<file path="config.mk">
export PLATFORM = sky130hd
export DESIGN_NAME = shared_reg_arbiter
export DESIGN_NICKNAME = d
export VERILOG_FILES = /design/src/rtl/shared_reg_pkg.sv /design/src/rtl/d_flip_flop.sv /design/src/rtl/shared_reg.sv /design/src/rtl/shared_reg_arbiter.sv
export SDC_FILE = /design/constraint.sdc
export NUM_CORES = 1
export LEC_CHECK = 0
export BUFFER_PORTS_ARGS = -buffer_cell sky130_fd_sc_hd__buf_4
export CAP_MARGIN = 10
export CORE_MARGIN = 2
export CORE_UTILIZATION = 40
export CTS_CLUSTER_SIZE = 10
export DETAILED_ROUTE_END_ITERATION = 16
export GPL_TIMING_DRIVEN = 0
export PLACE_DENSITY = 0.72
export SKIP_LAST_GASP = 1
export SLEW_MARGIN = 10
export SYNTH_ARGS = -nofsm -noshare
export SYNTH_HDL_FRONTEND = slang
export SYNTH_HIERARCHICAL = 1
export SYNTH_SLANG_ARGS = --single-unit
export TNS_END_PERCENT = 100
</file>
<file path="constraint.sdc">
create_clock -name clk -period 3.1 [get_ports clk]
set_input_delay 0.62 -clock clk [delete_from_list [all_inputs] [get_ports clk]]
set_output_delay 0.62 -clock clk [all_outputs]
set_load 0.02 [all_outputs]
</file>
<file path="src/rtl/shared_reg_pkg.sv">
// Purpose: shared types and constants for the two-requester shared register arbiter.
// Latency: n/a (declarations only).
// Backpressure: n/a.
package shared_reg_pkg;

  // Encoding chosen so the state register bits are the one-hot grant itself:
  // IDLE=00, G0=01, G1=10. gnt is then a direct flop output.
  typedef enum logic [1:0] {
    IDLE = 2'b00,
    G0   = 2'b01,
    G1   = 2'b10
  } state_t;

  // Requester index constants into req/wr/gnt.
  localparam int REQ0 = 0;
  localparam int REQ1 = 1;

endpackage

</file>
<file path="src/rtl/d_flip_flop.sv">
// Purpose: single edge-triggered D flip-flop cell with asynchronous reset value.
// Latency: d captured on rising clk edge, visible after that edge.
// Backpressure: none; loads every cycle (load gating is done by the caller's mux).
//
// Ports:
//   clk   - rising-edge clock
//   reset - asynchronous, active-high; forces q to RESET_VAL
//   d     - next value
//   q     - registered value
module d_flip_flop #(
  parameter logic RESET_VAL = 1'b0
) (
  input  logic clk,
  input  logic reset,
  input  logic d,
  output logic q
);

  always_ff @(posedge clk or posedge reset) begin
    if (reset) begin
      q <= RESET_VAL;
    end else begin
      q <= d;
    end
  end

endmodule

</file>
<file path="src/rtl/shared_reg.sv">
// Purpose: WIDTH-bit enabled storage register with a two-way data select, built from d_flip_flop cells.
// Latency: selected data visible in q one cycle after en is sampled high.
// Backpressure: none; en low simply recirculates q.
//
// Ports:
//   clk, reset    - clock and asynchronous active-high reset (q <- RESET_VAL)
//   en            - load enable for this cycle
//   sel           - 0 selects data0, 1 selects data1
//   data0, data1  - candidate write data
//   q             - register contents
module shared_reg #(
  parameter int unsigned       WIDTH     = 8,
  parameter logic [WIDTH-1:0]  RESET_VAL = '0
) (
  input  logic             clk,
  input  logic             reset,
  input  logic             en,
  input  logic             sel,
  input  logic [WIDTH-1:0] data0,
  input  logic [WIDTH-1:0] data1,
  output logic [WIDTH-1:0] q
);

  logic [WIDTH-1:0] wdata;
  logic [WIDTH-1:0] d;

  assign wdata = sel ? data1 : data0;
  // Load mux: hold the current contents unless a write is enabled.
  assign d     = en ? wdata : q;

  for (genvar i = 0; i < int'(WIDTH); i++) begin : g_bit
    d_flip_flop #(
      .RESET_VAL(RESET_VAL[i])
    ) u_dff (
      .clk  (clk),
      .reset(reset),
      .d    (d[i]),
      .q    (q[i])
    );
  end

endmodule

</file>
<file path="src/rtl/shared_reg_arbiter.sv">
// Purpose: round-robin arbiter granting one of two writers exclusive, time-bounded access to a shared register.
// Latency: req -> gnt 1 cycle; granted wr/data -> q 1 cycle; release and next grant in the same cycle.
// Backpressure: a waiting requester holds req until granted; a grant is forcibly released after MAX_HOLD cycles.
//
// Ports:
//   clk, reset    - clock and asynchronous active-high reset
//   req[1:0]      - per-requester access request
//   wr[1:0]       - per-requester write strobe, honoured only for the granted requester
//   data0, data1  - write data from requester 0 / 1
//   gnt[1:0]      - registered one-hot grant, 00 when idle
//   q             - shared register contents
//   busy          - registered, high whenever gnt != 00
module shared_reg_arbiter
  import shared_reg_pkg::*;
#(
  parameter int unsigned       WIDTH     = 8,
  parameter int unsigned       MAX_HOLD  = 4,
  parameter logic [WIDTH-1:0]  RESET_VAL = '0
) (
  input  logic             clk,
  input  logic             reset,
  input  logic [1:0]       req,
  input  logic [1:0]       wr,
  input  logic [WIDTH-1:0] data0,
  input  logic [WIDTH-1:0] data1,
  output logic [1:0]       gnt,
  output logic [WIDTH-1:0] q,
  output logic             busy
);

  localparam int unsigned     CW       = $clog2(MAX_HOLD + 1);
  // cnt counts completed cycles of the current grant minus one: it reads 0 in
  // the first granted cycle, so CNT_LAST marks the MAX_HOLD-th granted cycle.
  localparam logic [CW-1:0]   CNT_LAST = CW'(MAX_HOLD - 1);
  localparam logic [CW-1:0]   CNT_MAX  = CW'(MAX_HOLD);

  state_t          state_q, state_d;
  logic [CW-1:0]   cnt_q, cnt_d;
  logic            last_q, last_d;   // requester most recently granted
  logic            busy_q;
  logic            wr_en;
  logic            wr_sel;

  // Next-state, hold counter and round-robin pointer.
  always_comb begin
    state_d = state_q;
    cnt_d   = cnt_q;
    last_d  = last_q;

    unique case (state_q)
      IDLE: begin
        cnt_d = '0;
        // Requester 0 wins if alone, or on contention when 1 was served last.
        if (req[REQ0] && (!req[REQ1] || last_q)) begin
          state_d = G0;
          last_d  = 1'b0;
        end else if (req[REQ1]) begin
          state_d = G1;
          last_d  = 1'b1;
        end
      end

      G0: begin
        if (!req[REQ0] || (cnt_q == CNT_LAST)) begin
          cnt_d = '0;
          if (req[REQ1]) begin
            state_d = G1;
            last_d  = 1'b1;
          end else if (req[REQ0]) begin
            // Timed out with nobody else waiting: fresh grant, counter cleared.
            state_d = G0;
            last_d  = 1'b0;
          end else begin
            state_d = IDLE;
          end
        end else begin
          cnt_d = (cnt_q == CNT_MAX) ? cnt_q : cnt_q + CW'(1);
        end
      end

      G1: begin
        if (!req[REQ1] || (cnt_q == CNT_LAST)) begin
          cnt_d = '0;
          if (req[REQ0]) begin
            state_d = G0;
            last_d  = 1'b0;
          end else if (req[REQ1]) begin
            state_d = G1;
            last_d  = 1'b1;
          end else begin
            state_d = IDLE;
          end
        end else begin
          cnt_d = (cnt_q == CNT_MAX) ? cnt_q : cnt_q + CW'(1);
        end
      end

      default: begin
        state_d = IDLE;
        cnt_d   = '0;
      end
    endcase
  end

  always_ff @(posedge clk or posedge reset) begin
    if (reset) begin
      state_q <= IDLE;
      cnt_q   <= '0;
      last_q  <= 1'b1;
      busy_q  <= 1'b0;
    end else begin
      state_q <= state_d;
      cnt_q   <= cnt_d;
      last_q  <= last_d;
      // Registered separately so busy is a flop output rather than an OR of gnt.
      busy_q  <= (state_d != IDLE);
    end
  end

  // Write path is driven from the current state, so the release cycle still writes.
  assign wr_en  = ((state_q == G0) && wr[REQ0]) || ((state_q == G1) && wr[REQ1]);
  assign wr_sel = (state_q == G1);

  shared_reg #(
    .WIDTH    (WIDTH),
    .RESET_VAL(RESET_VAL)
  ) u_reg (
    .clk  (clk),
    .reset(reset),
    .en   (wr_en),
    .sel  (wr_sel),
    .data0(data0),
    .data1(data1),
    .q    (q)
  );

  assign gnt  = state_q;
  assign busy = busy_q;

endmodule

</file>
# Yosys cells after proc, flatten, opt, wreduce, memory -nomap -nowiden

Index checks and enable logic that the tools add are counted.

Bits in registers: 15

Reduce and logical (&&, ||, !) cells: 13
Muxes and demuxes: 22
Add/subtract/negate cells: 1
Equal/unequal tests: 7

Operators by type and width:

| cell                  | number |
|---|---|
| $mux W2               | 7 |
| $mux W3               | 3 |
| $mux W1               | 8 |
| $mux W8               | 1 |
| $pmux W2 S3           | 1 |
| $pmux W3 S2           | 1 |
| $logic_or A1 B1 Y1    | 4 |
| $ne A2 B2 Y1 const B  | 2 |
| $reduce_and A4 Y1     | 1 |
| $add A3 B1 Y3 const B | 1 |
| $eq A3 B2 Y1 const B  | 1 |
| $eq A3 B3 Y1 const B  | 1 |
| $logic_and A1 B1 Y1   | 3 |
| $ne A3 B3 Y1 const B  | 1 |
| $pmux W1 S3           | 1 |
| $reduce_bool A3 Y1    | 1 |
| $eq A2 B1 Y1 const B  | 1 |
| $eq A2 B2 Y1 const B  | 1 |
| $logic_not A1 Y1      | 2 |
| $logic_not A2 Y1      | 1 |
| $reduce_bool A2 Y1    | 1 |

# Depth between registers and ports, before layout

Gate-level depths: netlist (run 1).

Depth in word-level cells: 6
Depth in mapped cells: 7

# Cells and area by module

Netlist (run 1), hierarchy kept.

By module, submodules not included:

| module             | cells each | seq. area each (um^2) | times used | area an instance (um^2) |
|---|---|---|---|---|
| shared_reg_arbiter | 56         | 176.4                 | 1          | 525.5 |
| d_flip_flop        | 2          | 25.0                  | 8          | 28.8 |
| shared_reg         | 27         | 0.0                   | 1          | 183.9 |

# Least setup slack after synthesis (run 1)

No wires, ideal clock.

Kind: register to register
From: register state_q[1], in the netlist gnt[1]
To: register busy_q, in the netlist busy
Library setup time: 0.134 ns
Cell stages (with the launch flop): 7
Slack: 1.367 ns
Buffers on the path: 0
Clock period less this slack: 1.733 ns
Arrival time: 1.599 ns
Path through: dfrtp_1 -> inv_1 -> ha_1 -> a22oi_2 -> nor2_2 -> a222oi_1 -> a21oi_1

Longest elaborated chain between the ends: 4
Elaborated cells on any way between the ends: 9
Those cells by class: eq/ne: 2; mux: 5; reduce/logical: 2

RTL lines:

| what                   | RTL line                  | text |
|---|---|---|
| from (decl)            | shared_reg_arbiter.sv:37  | `state_t state_q, state_d;` |
| from (signal assigned) | shared_reg_arbiter.sv:112 | `state_q <= state_d;` |
| $mux W2                | shared_reg_arbiter.sv:57  | `end else if (req[REQ1]) begin` |
| $mux W2                | shared_reg_arbiter.sv:54  | `if (req[REQ0] && (!req[REQ1] \|\| last_q)) begin` |
| $pmux W2 S3 (*)        | shared_reg_arbiter.sv:50  | `unique case (state_q)` |
| $reduce_bool A2 Y1 (*) | shared_reg_arbiter.sv:116 | `busy_q <= (state_d != IDLE);` |
| to (signal assigned)   | shared_reg_arbiter.sv:116 |  |
| to (decl)              | shared_reg_arbiter.sv:40  | `logic busy_q;` |

Every way passes the cells marked *; elsewhere a longest branch is shown, timed or not.
A chain may end at the register's enable or synchronous reset.

# Final worst setup path (run 1)

From: register state_q[0], in the netlist gnt[0]
To: register busy_q, in the netlist busy

Elaborated cells on any way between the ends: 9
Those cells by class: eq/ne: 2; mux: 5; reduce/logical: 2

RTL lines:

| what               | RTL line                  | text |
|---|---|---|
| $eq A2 B2 Y1       | --                        |  |
| named net wr_sel   | shared_reg_arbiter.sv:42  | `logic wr_sel;` |
| $pmux W2 S3        | shared_reg_arbiter.sv:50  |  |
| $reduce_bool A2 Y1 | shared_reg_arbiter.sv:116 |  |

The timed path passes the listed nets, and every way through them passes these cells.

==> impl_metrics.json, run 1 <==
{
  "outcome": "completed",
  "yosys.area_share.simple_pct": 13.32,
  "max-slew-margin-rel_pct": 74.64,
  "grt_start_max_net_pins": 11,
  "avgRoutedWirePerCell_um": 12.35,
  "cts-resized-gates": 0,
  "period_minus_slack_ns": 1.822,
  "synth_cell_type_count": 30,
  "chipWidth_um": 52.47,
  "synth.avg_cell_area_um2": 9.491,
  "drtIter0Drc": 14,
  "seqCellArea_um2": 376.6,
  "setup-violations-final": 0,
  "fp.coreArea_mm2": 0.002212,
  "ant_nets": 0,
  "worst_skew_pair.late_latency_ns": 0.28,
  "cts-hold-fix-buffers": 0,
  "drt_drc_violations_left": 0,
  "synthesis.area_um2": 939.7,
  "synthesized_net_count": 128,
  "syn_inst": 99,
  "clk_transition_reported_paths_ns": 0.09,
  "finalSetupTns_ns": 0,
  "drv_cap": 0,
  "cts_root_buf": "clkbuf_4",
  "detail_route.wirelength_mm": 1.989,
  "crit_path_start_kind": "flop",
  "std_cell_rows": 17,
  "synth_top_family_by_area": "compound AO/OA/AOI/OAI gates",
  "antenna_found_initial": 0,
  "sequential_share_of_the_synthesized_area_pct": 40.08,
  "synth-compound-area-share_pct": 15.45,
  "chipHeight_um": 52.47,
  "first_pass_iters": 4,
  "first_global_vias": 776,
  "leakagePower_nw": 0.6085,
  "starting_utilization_of_the_core_area_pct": 42.48,
  "tightestPinTransition_ns": 0.3803,
  "postLayoutSetupSlackWorst_ns": 1.278,
  "mostFrequentLayoutCell": "buf_4",
  "overflow": 0,
  "n_fill_cell": 222,
  "rsz0062_at_grt": "false",
  "worst-endpoint-required_ns": 3.26,
  "max-clock-path-buffers": 2,
  "postSynth.topFlopCell": "dfrtp_1",
  "area_growth_syn_to_layout_pct": 30.49,
  "boundaryPins": 33,
  "cts_num_sinks": 15,
  "worst_ep_arrival_time_ns": 1.98,
  "post-layout-total-power_mw": 1.076,
  "multi_input_comb_area_um2": 457.9,
  "layout_cell_share_with_drive_strength_beyond_1_pct": 34.59,
  "muxShareOfSynthArea_pct": 9.720,
  "vias_per_cell": 5.106,
  "grt.total_usage_pct": 15.94,
  "power.density_cell_area_mw_per_mm2": 877.3,
  "ctsHtreeMaxLevel": 1,
  "layout_common_cells": "buf_4 (31), inv_1 (14), dfrtp_1 (14), nor2_1 (12), a21oi_1 (10)",
  "post-dp-hpwl_mm": 1.551,
  "cts_setup_buffers": 0,
  "post_synth_xor_area_fraction_pct": 0.9321,
  "crit_fanout": 8,
  "ys_ff_latch": 15,
  "clock_tree_from_tritoncts": "yes",
  "timing.fmax_mhz": 548.8,
  "layout_worst_path_cycle_share_pct": 58.78,
  "cp_slowest_stage_delay_ns": 0.47,
  "worstSetupEndpointType": "flop",
  "synth_edf_count": 0,
  "num_cts_buffers": 3,
  "dp_slack_ns": 1.282,
  "final-hold-violation-count": 0,
  "route.vias.total": 822,
  "die_area_mm2": 0.002753,
  "crit_slowest_cell": "dfrtp_1",
  "synth_fa_ha_area_share_pct": 9.321,
  "timing.clock.skew_ns": 0.002262,
  "maxSlewViolCount": 0,
  "ys_warn_count": 6,
  "layout.nets": 163,
  "timing.hold.worst.class": "in -> async",
  "input_output_buffers": 30,
  "grt_first_pass_wirelength_mm": 3.249,
  "crit_chain": "inv_1 -> ha_1 -> a22oi_2 -> nor2_2 -> a222oi_1 -> a21oi_1",
  "ys_async_sr_fraction_pct": 100.0,
  "gp_routability_congestion": 0.8437,
  "ir_drop_v": 0.0004410,
  "timing.setup.critical_path_class": "reg -> reg",
  "diodes": 0
}
[final timing paths]
path	startpoint	end	slack (ns)	depth (start not counted)
setup / recovery	gnt[0]	busy	1.28	6
setup reg to reg	gnt[0]	busy	1.28	6
hold / removal	reset	u_reg/g_bit[3].u_dff/q	0.22	2
max in group asynchronous	reset	last_q	2.52	2
hold reg to reg	u_reg/g_bit[3].u_dff/q	u_reg/g_bit[3].u_dff/q	0.53	2
min in group clk	u_reg/g_bit[3].u_dff/q	u_reg/g_bit[3].u_dff/q	0.53	2
[critical path, delay by kind of cell (launching register included)]
family,cells,cell delay (ns)
AO/OA/AOI/OAI,3,0.74
adder cells (fa/ha/maj),1,0.31
buffers and inverters,1,0.09
AND/OR/NAND/NOR,1,0.08
flip-flops,1,0.47
[stage by stage]
| stage | util [%] | std cells | hold WS (ns) | cell area [µm²] |
|---|---|---|---|---|
| floorplan | - | 99 | 0.3487 | 939.7 |
| global placement | 54.24 | 157 | 0.5042 | 1200 |
| detailed placement | 54.24 | 157 | 0.5184 | 1200 |
| CTS | 55.43 | 161 | 0.2062 | 1226 |
| global route | 55.43 | 161 | 0.2051 | 1226 |
| finish | 55.43 | 161 | 0.2155 | 1226 |
[sequential cells by signal (all words and copies together), names as in the netlist]
signal               flops
u_reg/g_bit.u_dff/q      8
cnt_q                    3
last_q                   1
gnt                      2
busy                     1
[cells in the mapped netlist, types with 3 or more instances]
| library cell | instances | area share, % |
|---|---|---|
| a21oi_1 | 10 | 5.3 |
| buf_6 | 4 | 4.8 |
| dfrtp_1 | 14 | 37 |
| ha_1 | 7 | 9.3 |
| inv_1 | 14 | 5.6 |
| mux2i_1 | 8 | 8.5 |
| nand2_1 | 6 | 2.4 |
| nor2_1 | 12 | 4.8 |
| o21ai_0 | 3 | 1.6 |
[where the power goes]
group          total, mW  switching, mW  internal (mW)  leakage [nW]
combinational      0.625          0.336          0.289         0.417
sequential         0.339         0.0563          0.283         0.177
clock              0.111         0.0615         0.0499        0.0150
[routing by layer]
layer / vias up / global-route usage (%) / routed length [µm] / share of wire [%]
met3: 2 / 5.429 / 180 / 9.0
li1: 398 / - / - / -
met4: 0 / 3.846 / 19 / 0.96
met1: 386 / 16.91 / 763 / 38
met2: 36 / 29.79 / 1024 / 51
met5: - / 0 / 0 / 0
[cell families (layout without fill, tap and decap cells)]
group           after synthesis  in the layout
mux                           9              9
fa+ha+maj                     7              7
simple gates                 26             26
xor+xnor                      1              1
compound gates               22             22
flops                        15             15
buf+inv                      19             53
[cell type report]
cell class / instances / area share (%)
plain buffers: 5 / 4.286
clock buffers: 4 / 2.143
inverters: 14 / 4.286
multi-input cells: 65 / 37.35
flip-flops and latches: 15 / 30.71
well taps: 28 / 2.857
repair buffers: 30 / 18.37
Power figures use the tool's default switching activity.
==> inputs of run 2 (changes only) <==
==> constraint.sdc (replaced) <==
create_clock -name clk -period 1.71 [get_ports clk]
set_input_delay 0.342 -clock clk [delete_from_list [all_inputs] [get_ports clk]]
set_output_delay 0.342 -clock clk [all_outputs]
set_load 0.02 [all_outputs]
==> impl_metrics.json, run 2 (synthesized netlist as in run 1, its figures left out) <==
{
  "n_fill_cell": 186,
  "seqCellArea_um2": 379.1,
  "setup-violations-final": 0,
  "crit_slowest_cell": "dfrtp_2",
  "vias_per_cell": 4.945,
  "post-dp-hpwl_mm": 1.502,
  "largest_register": "u_reg/g_bit.u_dff/q",
  "largest_register_ffs": 8,
  "seq_power_share_pct": 30.7,
  "grt_first_pass_wirelength_mm": 2.925,
  "leakagePower_nw": 0.6183,
  "crit_chain": "inv_1 -> ha_4 -> a22oi_2 -> buf_4 -> o32a_1 -> and3_1 -> a21oi_1",
  "first_pass_iters": 4,
  "detail_route.wirelength_mm": 1.952,
  "layout_cell_share_with_drive_strength_beyond_1_pct": 39.71,
  "input_output_buffers": 30,
  "crit_buf_inv": 2,
  "worst_ep_arrival_time_ns": 1.84,
  "drv_cap": 0,
  "avgRoutedWirePerCell_um": 11.90,
  "clk_transition_reported_paths_ns": 0.08,
  "chipHeight_um": 52.47,
  "final_design_area_no_fill_mm2": 0.001281,
  "crit_path_start_kind": "flop",
  "critical_path_s_top_delay_family": "compound AO/OA/AOI/OAI gates",
  "finalSetupTns_ns": 0,
  "p_sw_mw": 0.8390,
  "rsz0062_at_grt": "false",
  "grt_start_max_net_pins": 11,
  "power.density_cell_area_mw_per_mm2": 1577,
  "worstSetupEndpointType": "flop",
  "min-delay-start": "data0[4]",
  "postLayoutSetupSlackWorst_ns": 0.07822,
  "boundaryPins": 33,
  "first_global_vias": 747,
  "period_minus_slack_ns": 1.632,
  "grt.total_usage_pct": 14.77,
  "pwr-share-comb_pct": 59.6,
  "gp_routability_congestion": 0.8316,
  "crit_fanout": 8,
  "timing.hold.worst.class": "in -> reg",
  "layout_worst_path_cycle_share_pct": 95.43,
  "layout_common_cells": "buf_4 (33), inv_1 (13), nor2_1 (12), dfrtp_1 (12), a21oi_1 (10)",
  "chipWidth_um": 52.47,
  "tightestPinTransition_ns": 0.3567,
  "clock_network_fraction_of_design_power_pct": 9.7,
  "cellInternalPower_mw": 1.182,
  "finish.utilization_pct": 57.92,
  "starting_utilization_of_the_core_area_pct": 42.48,
  "dp_slack_ns": -0.01063,
  "std_cell_rows": 17,
  "switching_share_pct": 41.52,
  "timing.fmax_mhz": 612.8,
  "diodes": 0,
  "fin_worst_hold_slack_ns": 0.3736,
  "ir_drop_v": 0.001030,
  "cts_root_buf": "clkbuf_4",
  "worst-endpoint-required_ns": 1.92,
  "timing.setup.critical_path_class": "reg -> reg",
  "route.vias.total": 811,
  "cts_num_sinks": 15,
  "ant_nets": 0,
  "mostFrequentLayoutCell": "buf_4",
  "die_area_mm2": 0.002753,
  "worst_skew_pair.late_latency_ns": 0.28,
  "clock_tree_from_tritoncts": "yes",
  "multi_input_comb_area_um2": 485.5,
  "source_of_the_critical_timing_path": "gnt[0]",
  "timing.clock.skew_ns": 0.006390,
  "reg2reg_from": "gnt[0]",
  "antenna_found_initial": 0,
  "fp.coreArea_mm2": 0.002212,
  "layout.nets": 166,
  "drtIter0Drc": 11,
  "max-slew-margin-rel_pct": 76.22,
  "ctsHtreeMaxLevel": 1,
  "outcome": "completed",
  "final-hold-violation-count": 0,
  "drt_drc_violations_left": 0,
  "area_growth_syn_to_layout_pct": 36.35,
  "cp_slowest_stage_delay_ns": 0.44,
  "num_cts_buffers": 3,
  "maxSlewViolCount": 0,
  "max-clock-path-buffers": 2,
  "overflow": 0,
  "placed_cell_area_mm2": 0.001202
}
run 2: changes by cell type in the layout (fill, tap and decap cells not counted), sizes merged:
cell,delta
buf,+2
dlygate4sd3,+1
run 2: power groups by stage:
stage	sequential [mW]	combinational (mW)	clock [mW]
2_1_floorplan	0.768	0.620	0
3_3_place_gp	0.623	1.10	0
3_5_place_dp	0.628	1.13	0
4_1_cts	0.622	1.14	0.209
5_1_grt	0.640	1.31	0.224
6_report	0.621	1.20	0.196
run 2: worst register-to-register path, stage by stage, from the launching register on:
cell and delay [ns]:
dfrtp_2 0.44, inv_1 0.12, ha_4 0.20, a22oi_2 0.08
buf_4 0.14, o32a_1 0.27, and3_1 0.16, a21oi_1 0.15
run 2: layout make-up:
class / count / share of cell area, %
multi-input combinational: 65 / 37.89
buffer: 5 / 4.102
timing repair buffer: 33 / 19.53
sequential: 15 / 29.59
inverter: 14 / 4.102
clock buffer: 4 / 2.051
tap: 28 / 2.734
run 2: layer usage:
metal / wire length [µm] / track usage, %
met1: 813 / 15.19
met2: 991 / 27.50
met3: 135 / 5.143
met4: 12 / 4.701
met5: 0 / 0
run 2: through the flow:
step	total power [mW]	instances
global route	2.176	164
detailed placement	1.760	157
floorplan	1.388	99
global placement	1.727	157
CTS	1.974	162
finish	2.021	164
run 2: worst paths after layout:
check	cells after the start	end	slack, ns
setup reg to reg	7	busy	0.08
hold / removal	3	u_reg/g_bit[4].u_dff/q	0.37
min in group asynchronous	3	u_reg/g_bit[4].u_dff/q	0.51
max in group asynchronous	3	last_q	0.84
hold reg to reg	2	u_reg/g_bit[4].u_dff/q	0.54
setup / recovery	7	busy	0.08
run 2: timing repair:
action,in CTS,in global routing
setup buffers,0,2
gates resized for setup,2,4
endpoints found under the setup margin,1,3
endpoints found under the hold margin,8,0
pin swaps,1,3
hold buffers,1,0
